--- src/rtl/alu_divider_if.sv ---
// alu_divider_if
// Groups the START/BUSY/DONE handshake and the operand/result buses of the
// iterative divider into one bundle.
//   start     : request, sampled only while the divider is IDLE or DONE
//   signedOp  : 1 = two's-complement operands, 0 = unsigned (sampled with start)
//   op0, op1  : dividend and divisor (sampled with start)
//   busy      : an operation is in progress
//   done      : one-cycle pulse, results valid
//   quotient  : result quotient, held until the next result
//   remainder : result remainder, held until the next result
//   div0      : last operation had a zero divisor
// The master modport is the requester (ALU side), the slave modport is the divider.
interface alu_divider_if #(
    parameter int WIDTH = 32
);
    logic             start;
    logic             signedOp;
    logic [WIDTH-1:0] op0;
    logic [WIDTH-1:0] op1;
    logic             busy;
    logic             done;
    logic [WIDTH-1:0] quotient;
    logic [WIDTH-1:0] remainder;
    logic             div0;

    modport master (
        output start, signedOp, op0, op1,
        input  busy, done, quotient, remainder, div0
    );

    modport slave (
        input  start, signedOp, op0, op1,
        output busy, done, quotient, remainder, div0
    );
endinterface

--- src/rtl/alu_divider.sv ---
// alu_divider
// Iterative radix-2 restoring divider computing OP0 / OP1 one quotient bit per
// cycle, signed or unsigned. Sequence: IDLE -> LOAD -> CALC (WIDTH cycles) ->
// FIX -> DONE, with DONE -> LOAD for back-to-back requests. Results are
// registered in FIX and held until the next FIX.
// Ports:
//   clk_i  : system clock, rising edge
//   rst_i  : synchronous reset, active-high, aborts any operation in progress
//   bus    : alu_divider_if.slave carrying start/signedOp/op0/op1 in and
//            busy/done/quotient/remainder/div0 out
module alu_divider #(
    parameter int WIDTH = 32
) (
    input  logic          clk_i,
    input  logic          rst_i,
    alu_divider_if.slave  bus
);
    localparam int CW = $clog2(WIDTH);

    typedef enum logic [2:0] {
        IDLE,
        LOAD,
        CALC,
        FIX,
        DONE
    } state_t;

    state_t           state_q, state_d;
    logic [WIDTH-1:0] op0_q, op0_d;
    logic [WIDTH-1:0] op1_q, op1_d;
    logic             signed_q, signed_d;
    logic [WIDTH-1:0] dvd_q, dvd_d;
    logic [WIDTH-1:0] dvs_q, dvs_d;
    logic [WIDTH-1:0] rem_q, rem_d;
    logic             negQuot_q, negQuot_d;
    logic             negRem_q, negRem_d;
    logic             zeroDvs_q, zeroDvs_d;
    logic [CW-1:0]    cnt_q, cnt_d;
    logic [WIDTH-1:0] quot_q, quot_d;
    logic [WIDTH-1:0] remOut_q, remOut_d;
    logic             div0_q, div0_d;
    logic [WIDTH-1:0] shifted;
    logic [WIDTH:0]   trial;

    // Next-state and datapath logic. The raw operands are captured on the
    // accepting edge so that DIV0 can hand back OP0 exactly as given. The
    // partial remainder never has its MSB set before a shift (it is always
    // smaller than the bits of the dividend consumed so far), so dropping
    // rem[WIDTH-1] in the shift loses nothing. The extra top bit of the trial
    // subtraction is the borrow that decides the quotient bit. A zero divisor
    // runs through the same number of cycles so the latency is
    // data-independent, and its garbage result is replaced in FIX.
    always_comb begin
        state_d   = state_q;
        op0_d     = op0_q;
        op1_d     = op1_q;
        signed_d  = signed_q;
        dvd_d     = dvd_q;
        dvs_d     = dvs_q;
        rem_d     = rem_q;
        negQuot_d = negQuot_q;
        negRem_d  = negRem_q;
        zeroDvs_d = zeroDvs_q;
        cnt_d     = cnt_q;
        quot_d    = quot_q;
        remOut_d  = remOut_q;
        div0_d    = div0_q;

        shifted = {rem_q[WIDTH-2:0], dvd_q[WIDTH-1]};
        trial   = {1'b0, shifted} - {1'b0, dvs_q};

        case (state_q)
            IDLE: begin
                if (bus.start) begin
                    state_d  = LOAD;
                    op0_d    = bus.op0;
                    op1_d    = bus.op1;
                    signed_d = bus.signedOp;
                end
            end
            LOAD: begin
                dvd_d     = (signed_q && op0_q[WIDTH-1]) ? -op0_q : op0_q;
                dvs_d     = (signed_q && op1_q[WIDTH-1]) ? -op1_q : op1_q;
                negQuot_d = signed_q && (op0_q[WIDTH-1] ^ op1_q[WIDTH-1]);
                negRem_d  = signed_q && op0_q[WIDTH-1];
                zeroDvs_d = (op1_q == '0);
                rem_d     = '0;
                cnt_d     = CW'(WIDTH - 1);
                state_d   = CALC;
            end
            CALC: begin
                if (!trial[WIDTH]) begin
                    rem_d = trial[WIDTH-1:0];
                    dvd_d = {dvd_q[WIDTH-2:0], 1'b1};
                end else begin
                    rem_d = shifted;
                    dvd_d = {dvd_q[WIDTH-2:0], 1'b0};
                end
                if (cnt_q == '0) begin
                    state_d = FIX;
                end else begin
                    cnt_d = cnt_q - CW'(1);
                end
            end
            FIX: begin
                if (zeroDvs_q) begin
                    quot_d   = '1;
                    remOut_d = op0_q;
                end else begin
                    quot_d   = negQuot_q ? -dvd_q : dvd_q;
                    remOut_d = negRem_q ? -rem_q : rem_q;
                end
                div0_d  = zeroDvs_q;
                state_d = DONE;
            end
            DONE: begin
                state_d = IDLE;
                if (bus.start) begin
                    state_d  = LOAD;
                    op0_d    = bus.op0;
                    op1_d    = bus.op1;
                    signed_d = bus.signedOp;
                end
            end
            default: begin
                state_d = IDLE;
            end
        endcase
    end

    // State and datapath registers. Reset has priority over everything and
    // clears the visible results as well, so an aborted operation leaves no
    // trace and never reaches DONE.
    always_ff @(posedge clk_i) begin
        if (rst_i) begin
            state_q   <= IDLE;
            op0_q     <= '0;
            op1_q     <= '0;
            signed_q  <= 1'b0;
            dvd_q     <= '0;
            dvs_q     <= '0;
            rem_q     <= '0;
            negQuot_q <= 1'b0;
            negRem_q  <= 1'b0;
            zeroDvs_q <= 1'b0;
            cnt_q     <= '0;
            quot_q    <= '0;
            remOut_q  <= '0;
            div0_q    <= 1'b0;
        end else begin
            state_q   <= state_d;
            op0_q     <= op0_d;
            op1_q     <= op1_d;
            signed_q  <= signed_d;
            dvd_q     <= dvd_d;
            dvs_q     <= dvs_d;
            rem_q     <= rem_d;
            negQuot_q <= negQuot_d;
            negRem_q  <= negRem_d;
            zeroDvs_q <= zeroDvs_d;
            cnt_q     <= cnt_d;
            quot_q    <= quot_d;
            remOut_q  <= remOut_d;
            div0_q    <= div0_d;
        end
    end

    // Handshake flags decode straight from the state register, so they are
    // glitch-free and DONE lasts exactly the single DONE cycle.
    assign bus.busy      = (state_q == LOAD) || (state_q == CALC) || (state_q == FIX);
    assign bus.done      = (state_q == DONE);
    assign bus.quotient  = quot_q;
    assign bus.remainder = remOut_q;
    assign bus.div0      = div0_q;
endmodule

--- src/flat_wrapper.sv ---
// flat-port wrapper written by rule: the top's interface ports become plain ports
module alu_divider_flat 
#(
    parameter int WIDTH = 32
)
  (clk_i, rst_i, bus_start, bus_signedOp, bus_op0, bus_op1, bus_busy, bus_done, bus_quotient, bus_remainder, bus_div0);
  alu_divider_if #(.WIDTH(WIDTH)) bus_i ();
  input  logic clk_i;
  input  logic rst_i;
  input wire logic [$bits(bus_i.start)-1:0] bus_start;
  input wire logic [$bits(bus_i.signedOp)-1:0] bus_signedOp;
  input wire logic [$bits(bus_i.op0)-1:0] bus_op0;
  input wire logic [$bits(bus_i.op1)-1:0] bus_op1;
  output wire logic [$bits(bus_i.busy)-1:0] bus_busy;
  output wire logic [$bits(bus_i.done)-1:0] bus_done;
  output wire logic [$bits(bus_i.quotient)-1:0] bus_quotient;
  output wire logic [$bits(bus_i.remainder)-1:0] bus_remainder;
  output wire logic [$bits(bus_i.div0)-1:0] bus_div0;
  assign bus_i.start = bus_start;
  assign bus_i.signedOp = bus_signedOp;
  assign bus_i.op0 = bus_op0;
  assign bus_i.op1 = bus_op1;
  assign bus_busy = bus_i.busy;
  assign bus_done = bus_i.done;
  assign bus_quotient = bus_i.quotient;
  assign bus_remainder = bus_i.remainder;
  assign bus_div0 = bus_i.div0;
  alu_divider #(.WIDTH(WIDTH)) u_core (.clk_i(clk_i), .rst_i(rst_i), .bus(bus_i));
endmodule
--- config.mk ---
export PLATFORM = sky130hd
export DESIGN_NAME = alu_divider_flat
export DESIGN_NICKNAME = d
export VERILOG_FILES = /design/src/rtl/alu_divider_if.sv /design/src/rtl/alu_divider.sv /design/src/flat_wrapper.sv
export SDC_FILE = /design/constraint.sdc
export NUM_CORES = 1
export LEC_CHECK = 0
export CORE_MARGIN = 2
export CORE_UTILIZATION = 42
export DETAILED_ROUTE_END_ITERATION = 8
export PLACE_DENSITY_LB_ADDON = 0.05
export SKIP_LAST_GASP = 1
export SLEW_MARGIN = 0
export SYNTH_ARGS = -nofsm -noshare
export SYNTH_HDL_FRONTEND = slang
export SYNTH_SLANG_ARGS = --single-unit
export TNS_END_PERCENT = 1
--- constraint.sdc ---
create_clock -name clk_i -period 4.6 [get_ports clk_i]
set_input_delay 1.15 -clock clk_i [delete_from_list [all_inputs] [get_ports clk_i]]
set_output_delay 1.15 -clock clk_i [all_outputs]
set_load 0.05 [all_outputs]
==> results.md, run 1 <==
- Syn Inst Count: 1722
- Endpoints failing hold: 0
- Type of the worst setup path: flop to flop
- CTS resizes: 0
- Crit share post-route: 0.800
- GRT Util Overall: 0.236
- Max cap viols: 0
- Max-slew violation count: 0
- DR WL/cell: 18.0 um
- Avg Vias per Cell: 5.60
- Final nets: 1902
- CP Data Required Time: 5.00 ns
- Count leader, synth: nand2_1
- Clk pin slew, worst setup/hold paths: 0.06 ns
- DRC violations left: 0
- Critical Path AT: 4.08 ns
- Power Density: 401 mW/mm^2
- Area delta synth->final: 18.5%
- Minimum clock period: 3.68 ns
- CP startpoint kind: flop
- Relative slew slack: 0.283
- Port Buffers: 134
- Syn nets: 1830
- Pre-CTS setup slack: 1.01 ns
- Placed cells: 2161
- Synth top area share: 0.359
- First-pass GRT wire length: 63100 um
- Total grt overflow: 0
- WHS: 0.452 ns
- Root Buffer: clkbuf_16
- Largest cells by area after synthesis: dfxtp_1 36%, nand2_1 8.9%, a21oi_1 7.5%, xor2_1 5.4%, xnor2_1 3.7%
- Clock Skew: 0.00996 ns
- Worst-case clock buffer depth: 3
- Share of the yosys chip area belonging to registers: 0.359
- CP endpoint kind: flop
- Final non-filler cell area: 0.0156 mm^2
- Post-DP Area: 0.0148 mm^2
- Worst Max-Slew Pin Slew: 1.08 ns
- TNS Setup: 0 ns
- Status: completed
- Post-synth EDFFs: 0
- DP HPWL: 28600 um
- Ys async rst share: 0
- Hold buffers post-CTS: 0
- Antenna-violating nets left: 0
- Skew-Pair Late Insertion Delay: 0.53 ns
- # setup viols final: 0
- DR iter-0 viols: 1050
- Share of layout cells above drive strength 1: 0.0453
- Yosys warns: 0
- Vias in the first global route: 11.3k
- Initial antenna violation count: 0
- FMAX: 272 MHz
- Cell leakage power: 5.85 nW
- Setup bufs post-CTS: 0
- Unrepaired setup endpoints after global routing: false
- Final non-filler cell total: 2208
- CTS tree: built
- Die ar.: 0.0329 mm^2
- Largest net degree at the start of global routing: 101
- Mapped Avg Cell Area: 7.67 um^2
- Diode count: 0
- Starting Density: 0.430
- Top_reg_cell synth: dfxtp_1
- Core area: 0.0307 mm^2
- Final GP Congestion: 0.856
- Ports: 135
- Yosys top cell by area: dfxtp_1
- Final worst slack: 0.921 ns
- Total power: 6.27 mW
- Final core utilization: 0.509
- Num CTS Buffers: 27
- Die H: 181 um
- Maximum VDD drop: 0.236 mV
- DRT Pass-1 Iters: 6
- Mapped cell area: 0.0132 mm^2
- Clk sinks: 237
- Synth cell types: 59
- Hold Crit Class: flop to flop
- Most frequent cells after synthesis: 313 x nand2_1, 237 x dfxtp_1, 198 x a21oi_1, 122 x nor2_1, 104 x clkbuf_1
- Yosys reg bits: 237
- Final WL: 39700 um
- Die X-Extent: 181 um
- H-tree depth: 1
- Vias: 12.4k
- CP Max Fanout: 15
- Num rows: 64
[flip-flops by register name, summed over array words and instances (netlist names)]
signal and flops:
u_core.bus.quotient 32, u_core.bus.div0 1, u_core.op0_q 32, u_core.signed_q 1, u_core.state_q 3, u_core.dvs_q 32, u_core.negQuot_q 1, u_core.cnt_q 5
u_core.bus.remainder 32, u_core.rem_q 32, u_core.op1_q 32, u_core.negRem_q 1, u_core.dvd_q 32, u_core.zeroDvs_q 1
[routing by layer]
metal  GRT usage  up-vias  routed length, um
li1            -     6236                  -
met1       0.354     5804              20200
met2       0.358      286              16800
met3      0.0310       47               1950
met4      0.0491        0                808
met5           0        -                  0
[cell usage in the layout, fill, tap and decap left out, types with 55 or more instances in the layout]
cell,n
nand2_1,312
dfxtp_1,237
a21oi_1,198
clkdlybuf4s50_1,133
nor2_1,121
o21ai_0,95
xor2_1,82
a211oi_1,58
xnor2_1,56
inv_1,55
[power by group]
group | switching [mW] | internal [mW] | leakage, nW
sequential | 0.164 | 2.19 | 1.93
clock | 0.857 | 1.23 | 0.419
combinational | 1.14 | 0.695 | 3.51
[final timing paths]
path,from,to,slack (ns),cells past startpoint
max,u_core.dvd_q[31],u_core.rem_q[10],0.92,12
min,u_core.bus.remainder[8],u_core.bus.remainder[8],0.45,2
min reg2reg,u_core.bus.remainder[8],u_core.bus.remainder[8],0.45,2
max reg2reg,u_core.dvd_q[31],u_core.rem_q[10],0.92,12
[logic make-up (layout without fill, tap and decap cells)]
group	count (synthesis)	in the layout	synth area share
AOI/OAI and AO/OA	525	525	0.248
xor gates and xnor gates	138	138	0.0915
adders and majority gates	40	40	0.0385
buffers and inverters	169	259	0.0487
DFF	237	237	0.359
muxes	19	19	0.0144
and+or+nand+nor	594	594	0.200
[area by class of cell]
type,count,area [um^2]
flip-flops and latches,237,4740
clock inverters,6,55.1
inverters,55,206
repair buffers,157,1520
well taps,396,495
fillers,3092,15100
clock buffers,41,788
multi-input cells,1316,7840
[worst max-delay path, cell delays in order, from the launching register on]
cell	delay (ns)
dfxtp_1	0.34
inv_1	0.08
ha_1	0.21
fa_1	0.41
nand2b_1	0.18
a211oi_1	0.40
o31ai_1	0.19
a21oi_1	0.29
a211oi_1	0.12
buf_4	0.19
nor2_2	0.79
mux2i_1	0.26
o21ai_0	0.09
Power figures use the tool's default switching activity.
==> run 2: changes to the inputs <==
- clock period: 4.6 -> 3.79 ns (I/O delays scaled with it)
==> run 2 against run 1 <==
Wire length up 1.5%. Die area is the same. Critical path depth down 1. Via count increased by 0.63%. Non-clock buffer count grew 21. Register-to-register slack worse by 0.57 ns. Core utilization up 1.0 points. Global-route usage is 0.54 points higher. Design area is 2.0% higher. Clock-buffer cell count is 10 lower. Largest cell class unchanged.
==> results.md, run 2 (same netlist as run 1, synthesis figures left out) <==
- Status: completed
- Die X-Extent: 181 um (unchanged)
- Critical Path AT: 3.93 ns (-0.15 ns)
- First-pass GRT wire length: 64900 um (+2.8%)
- Total grt overflow: 0 (unchanged)
- Max-slew violation count: 0 (unchanged)
- Post-DP Area: 0.0150 mm^2 (+1.3%)
- TNS Setup: 0 ns (unchanged)
- Largest net degree at the start of global routing: 87 (-14%)
- CP endpoint kind: flop
- Maximum VDD drop: 0.344 mV (+45%)
- CP Data Required Time: 4.29 ns (-0.71 ns)
- DRC violations left: 0 (unchanged)
- R2R depth: 11 (-1)
- GRT Util Overall: 0.241 (+0.00542)
- Final non-filler cell area: 0.0160 mm^2 (+2.0%)
- Vias in the first global route: 11.6k (+3.0%)
- Ports: 135 (unchanged)
- Minimum clock period: 3.44 ns (-0.240 ns)
- Final WL: 40300 um (+1.5%)
- H-tree depth: 1 (unchanged)
- Starting Density: 0.430 (unchanged)
- Share of layout cells above drive strength 1: 0.0637 (+0.0184)
- Final nets: 1924 (+1.2%)
- Num rows: 64 (unchanged)
- Worst-case clock buffer depth: 3 (unchanged)
- Max cap viols: 0 (unchanged)
- Min-delay src: u_core.bus.remainder[8]
- Initial antenna violation count: 0 (unchanged)
- CTS tree: built
- # fillers: 3059 (-1.1%)
- Power Density: 496 mW/mm^2 (+24%)
- Root Buffer: clkbuf_16
- Area delta synth->final: 20.9%
- Most common cell after layout, fill and taps aside: nand2_1
- Worst Max-Slew Pin Slew: 1.03 ns (-0.0455 ns)
- Commonest cells after routing, fill and taps aside: 312 x nand2_1, 237 x dfxtp_1, 198 x a21oi_1, 133 x clkdlybuf4s50_1, 121 x nor2_1
- WHS: 0.455 ns (+0.00282 ns)
- Crit Reg-Reg Endpoint: u_core.rem_q[25]
- FMAX: 291 MHz (+7.0%)
- Clk pin slew, worst setup/hold paths: 0.07 ns (about the same)
- Cell leakage power: 6.03 nW (+2.9%)
- Core area: 0.0307 mm^2 (unchanged)
- Unrepaired setup endpoints after global routing: false
- Port Buffers: 134 (unchanged)
- Type of the worst setup path: flop to flop
- Setup bufs post-CTS: 0 (unchanged)
- Avg Vias per Cell: 5.57 (-0.54%)
- Vias: 12.5k (+0.63%)
- DR iter-0 viols: 936 (-11%)
- Num CTS Buffers: 28 (+3.7%)
- Final GP Congestion: 0.891 (+4.1%)
- CP Max Fanout: 18 (+3)
- Worst r2r src: u_core.dvd_q[31]
- DP HPWL: 29100 um (+2.0%)
- Setup slack, reg-to-reg: 0.35 ns (-0.57 ns)
- DRT Pass-1 Iters: 5 (-1)
- CP startpoint kind: flop
- # setup viols final: 0 (unchanged)
- Endpoints failing hold: 0 (unchanged)
- Diode count: 0 (unchanged)
- Relative slew slack: 0.313 (+0.0294)
- DR WL/cell: 18.1 um (+0.33%)
- Skew-Pair Late Insertion Delay: 0.57 ns (+0.04 ns)
- Crit share post-route: 0.907 (+0.108)
- Clock Skew: 0.0303 ns (+0.0203 ns)
- Die ar.: 0.0329 mm^2 (unchanged)
- Hold Crit Class: flop to flop
- Die H: 181 um (unchanged)
- Antenna-violating nets left: 0 (unchanged)
- Hold Crit Depth: 2 (unchanged)
- Worst Hold End: u_core.bus.remainder[8]
- Clk sinks: 237 (unchanged)
==> run 2: timing repair <==
action                     in CTS  in global routing
setup endpoints to repair       0                 33
hold buffers                    0                  0
resized for setup               0                  1
==> run 2: layer usage <==
metal | global-route usage | vias up | wire [um]
li1 | - | 6280 | -
met1 | 0.369 | 5756 | 20300
met2 | 0.354 | 351 | 16900
met3 | 0.0306 | 64 | 2270
met4 | 0.0605 | 0 | 841
met5 | 0 | - | 0
==> run 2: how the worst max path moves through the flow <==
stage	start	endpoint	cells past startpoint	slack, ns
CTS	u_core.dvd_q[31]	u_core.rem_q[25]	11	0.10
global placement	u_core.dvs_q[7]	u_core.rem_q[25]	10	0.25
global route	u_core.dvd_q[31]	u_core.rem_q[11]	12	0.003
detailed placement	u_core.dvd_q[31]	u_core.rem_q[0]	11	0.12
finish	u_core.dvd_q[31]	u_core.rem_q[25]	11	0.35
floorplan	u_core.dvd_q[31]	u_core.rem_q[10]	13	0.72
==> run 2: power breakdown <==
part	internal, mW	switching [mW]
clock network	1.62	1.16
registers	2.66	0.190
logic	0.873	1.41
total	5.15	2.76
==> run 2: through the flow <==
stage	utilization	total power [mW]	worst slack [ns]	instances
3_3_place_gp	0.488	5.15	0.255	2182
4_1_cts	0.519	7.95	0.102	2234
6_report	0.519	7.91	0.351	2234
3_5_place_dp	0.488	5.15	0.122	2182
2_1_floorplan	-	4.45	0.723	1722
5_1_grt	0.519	8.34	0.00280	2234
==> run 2: final cells by class <==
class                           instances  area [um^2]  area share
Clock buffer                           31          742      0.0465
Tap cell                              396          495      0.0310
Inverter                               55          206      0.0129
Timing Repair Buffer                  178         1710       0.107
Sequential cell                       237         4740       0.297
Multi-Input combinational cell       1316         7850       0.492
Clock inverter                         21          215      0.0135
==> run 2: worst max-delay path, cell delays in order (launching register included) <==
cell and delay (ns):
dfxtp_1 0.35, inv_1 0.10, ha_1 0.20, fa_1 0.41, nand2b_1 0.18, a211oi_1 0.36
o31ai_1 0.19, a21oi_1 0.38, a211oi_2 0.27, or2_2 0.50, o31ai_1 0.29, a22o_1 0.16
==> run 3: changes to the inputs <==
- ABC_AREA: not set -> 1
==> run 3 against run 2 <==
Wire length up 36%. Sequential power up 7.4%. Largest cell class unchanged. Maximum frequency grew 9.0%. Global-route usage grew 4.1 points. Critical path type is now flop to output pin.
==> results.md, run 3 <==
- Yosys reg bits: 237 (unchanged)
- Post-synth EDFFs: 0 (unchanged)
- Hold buffers post-CTS: 0 (unchanged)
- Ys async rst share: 0 (unchanged)
- Starting Density: 0.429 (-0.000623)
- Crit share post-route: 0.833 (-0.0746)
- Ports: 135 (unchanged)
- Status: completed
- Yosys warns: 0 (unchanged)
- Unrepaired setup endpoints after global routing: false
- Vias: 16.4k (+31%)
- Final WL: 54800 um (+36%)
- Area delta synth->final: 16.9%
- DR iter-0 viols: 1585 (+69%)
- Mux share of post-synthesis cell area: 0 (-0.0144)
- CP Max Fanout: 4 (-14)
- Die H: 195 um (+7.6%)
- Adder-Cell Fraction of Synth Area: 0.0331 (-0.00532)
- Largest net degree at the start of global routing: 122 (+40%)
- Mapped cell area: 0.0153 mm^2 (+16%)
- Power Density: 568 mW/mm^2 (+15%)
- Core area: 0.0357 mm^2 (+16%)
- TNS Setup: 0 ns (unchanged)
- CTS resizes: 0 (unchanged)
- Max-slew violation count: 0 (unchanged)
- FMAX: 317 MHz (+9.0%)
- Synth Area in XOR/XNOR: 0.0274 (-0.0641)
- Die ar.: 0.0380 mm^2 (+16%)
- CTS tree: built
- Relative slew slack: 0.281 (-0.0318)
- Synth Area in Compound Gates: 0.189 (-0.0586)
- Port Buffers: 134 (unchanged)
- Largest family of logic cells by synthesized area: simple AND/OR/NAND/NOR gates
- Synth cell types: 50 (-15%)
- DP HPWL: 41400 um (+42%)
- Endpoints failing hold: 0 (unchanged)
- Top_reg_cell synth: dfxtp_1
- CP endpoint kind: output pin
- DRC violations left: 0 (unchanged)
- Synth Area in Simple Gates: 0.324 (+0.124)
- Initial antenna violation count: 0 (unchanged)
- Syn Inst Count: 2483 (+44%)
- Largest cells by area after synthesis: dfxtp_1 31%, nand2_1 15%, inv_1 8.4%, a21oi_1 7.6%, nand3_1 7.3%
- Cell leakage power: 8.20 nW (+36%)
- Share of the yosys chip area belonging to registers: 0.310 (-0.0497)
- Clock Skew: 0.0194 ns (-0.0109 ns)
- Final GP Congestion: 0.930 (+4.4%)
- Count leader, synth: nand2_1
- Die X-Extent: 195 um (+7.6%)
- Yosys top cell by area: dfxtp_1
- Hold Crit Class: flop to flop
- DRT Pass-1 Iters: 8 (+3)
- Vias in the first global route: 15.0k (+30%)
- DR WL/cell: 18.0 um (-0.30%)
- CP startpoint kind: flop
- Max cap viols: 0 (unchanged)
- Num rows: 69 (+7.8%)
- Most frequent cells after synthesis: 606 x nand2_1, 344 x inv_1, 237 x dfxtp_1, 233 x a21oi_1, 231 x nor2_1
- Final non-filler cell area: 0.0179 mm^2 (+12%)
- Commonest cells after routing, fill and taps aside: 605 x nand2_1, 343 x inv_1, 237 x dfxtp_1, 233 x a21oi_1, 231 x nor2_1
- Mapped Avg Cell Area: 6.17 um^2 (-20%)
- First-pass GRT wire length: 84900 um (+31%)
- Critical Path AT: 2.21 ns (-1.72 ns)
- Clk sinks: 237 (unchanged)
- Maximum VDD drop: 0.452 mV (+31%)
- Final nets: 2670 (+39%)
- Syn nets: 2591 (+42%)
- Total grt overflow: 0 (unchanged)
- Total power: 10.2 mW (+29%)
- CP Data Required Time: 2.84 ns (-1.45 ns)
- Post-DP Area: 0.0170 mm^2 (+13%)
- Root Buffer: clkbuf_16
- Clk pin slew, worst setup/hold paths: 0.06 ns (about the same)
- Type of the worst setup path: flop to output pin
- Final core utilization: 0.501 (-0.0179)
- H-tree depth: 1 (unchanged)
- Skew-Pair Late Insertion Delay: 0.58 ns (about the same)
- Worst-case clock buffer depth: 3 (unchanged)
- GRT Util Overall: 0.282 (+0.0408)
- # setup viols final: 0 (unchanged)
- Avg Vias per Cell: 5.38 (-3.5%)
- Setup bufs post-CTS: 0 (unchanged)
- Diode count: 0 (unchanged)
- Worst Max-Slew Pin Slew: 1.08 ns (+0.0479 ns)
- Synth top area share: 0.310 (-0.0497)
- Most common cell after layout, fill and taps aside: nand2_1
- Minimum clock period: 3.16 ns (-0.283 ns)
- Num CTS Buffers: 28 (unchanged)
- Share of layout cells above drive strength 1: 0.0523 (-0.0114)
- Antenna-violating nets left: 0 (unchanged)
[run 3: path summary, 6_finish.rpt]
| check | slack (ns) | from | to | cells after the start |
|---|---|---|---|---|
| worst min-delay path | 0.46 | u_core.bus.remainder[9] | u_core.bus.remainder[9] | 2 |
| worst min register to register | 0.46 | u_core.bus.remainder[9] | u_core.bus.remainder[9] | 2 |
| worst max-delay path | 0.63 | u_core.state_q[1] | bus_done | 4 |
| worst max register to register | 1.14 | u_core.dvd_q[31] | u_core.rem_q[24] | 16 |
[run 3: layout make-up]
type                            count  area, um^2
Fill cell                        3763       17800
Sequential cell                   237        4740
Clock buffer                       38         788
Clock inverter                     11         143
Timing Repair Buffer              152        1510
Multi-Input combinational cell   1787        8810
Tap cell                          461         577
Inverter                          356        1340
[run 3: power breakdown]
| group | leakage (nW) | total [mW] | internal [mW] | switching (mW) |
|---|---|---|---|---|
| registers | 1.93 | 3.06 | 2.80 | 0.261 |
| logic | 5.81 | 4.38 | 1.29 | 3.08 |
| clock network | 0.456 | 2.74 | 1.60 | 1.14 |
[run 3: metrics by stage]
step / hold WS (ns) / std cells / worst slack [ns]
after detailed placement: 0.455 / 2993 / 1.18
after global placement: 0.454 / 2993 / 1.22
final: 0.463 / 3042 / 0.634
after CTS: 0.464 / 3042 / 0.593
after global routing: 0.488 / 3042 / 0.523
after floorplan: 0.453 / 2483 / 1.65
[run 3: logic make-up after synthesis]
family,count (synthesis)
flops,237
fa+ha+maj,40
simple gates,1164
buf+inv,459
compound gates,535
xor+xnor,48
[run 3: critical path: stages (launching register included)]
cell and delay (ns):
dfxtp_1 0.36, nor2_1 0.25, inv_1 0.10, nor2_1 0.11, clkdlybuf4s50_1 0.81
[run 3: per-layer routing]
layer,global-route usage,share of wire
met5,0,0
met4,0.0775,0.027
met3,0.0311,0.059
met2,0.431,0.43
met1,0.418,0.49
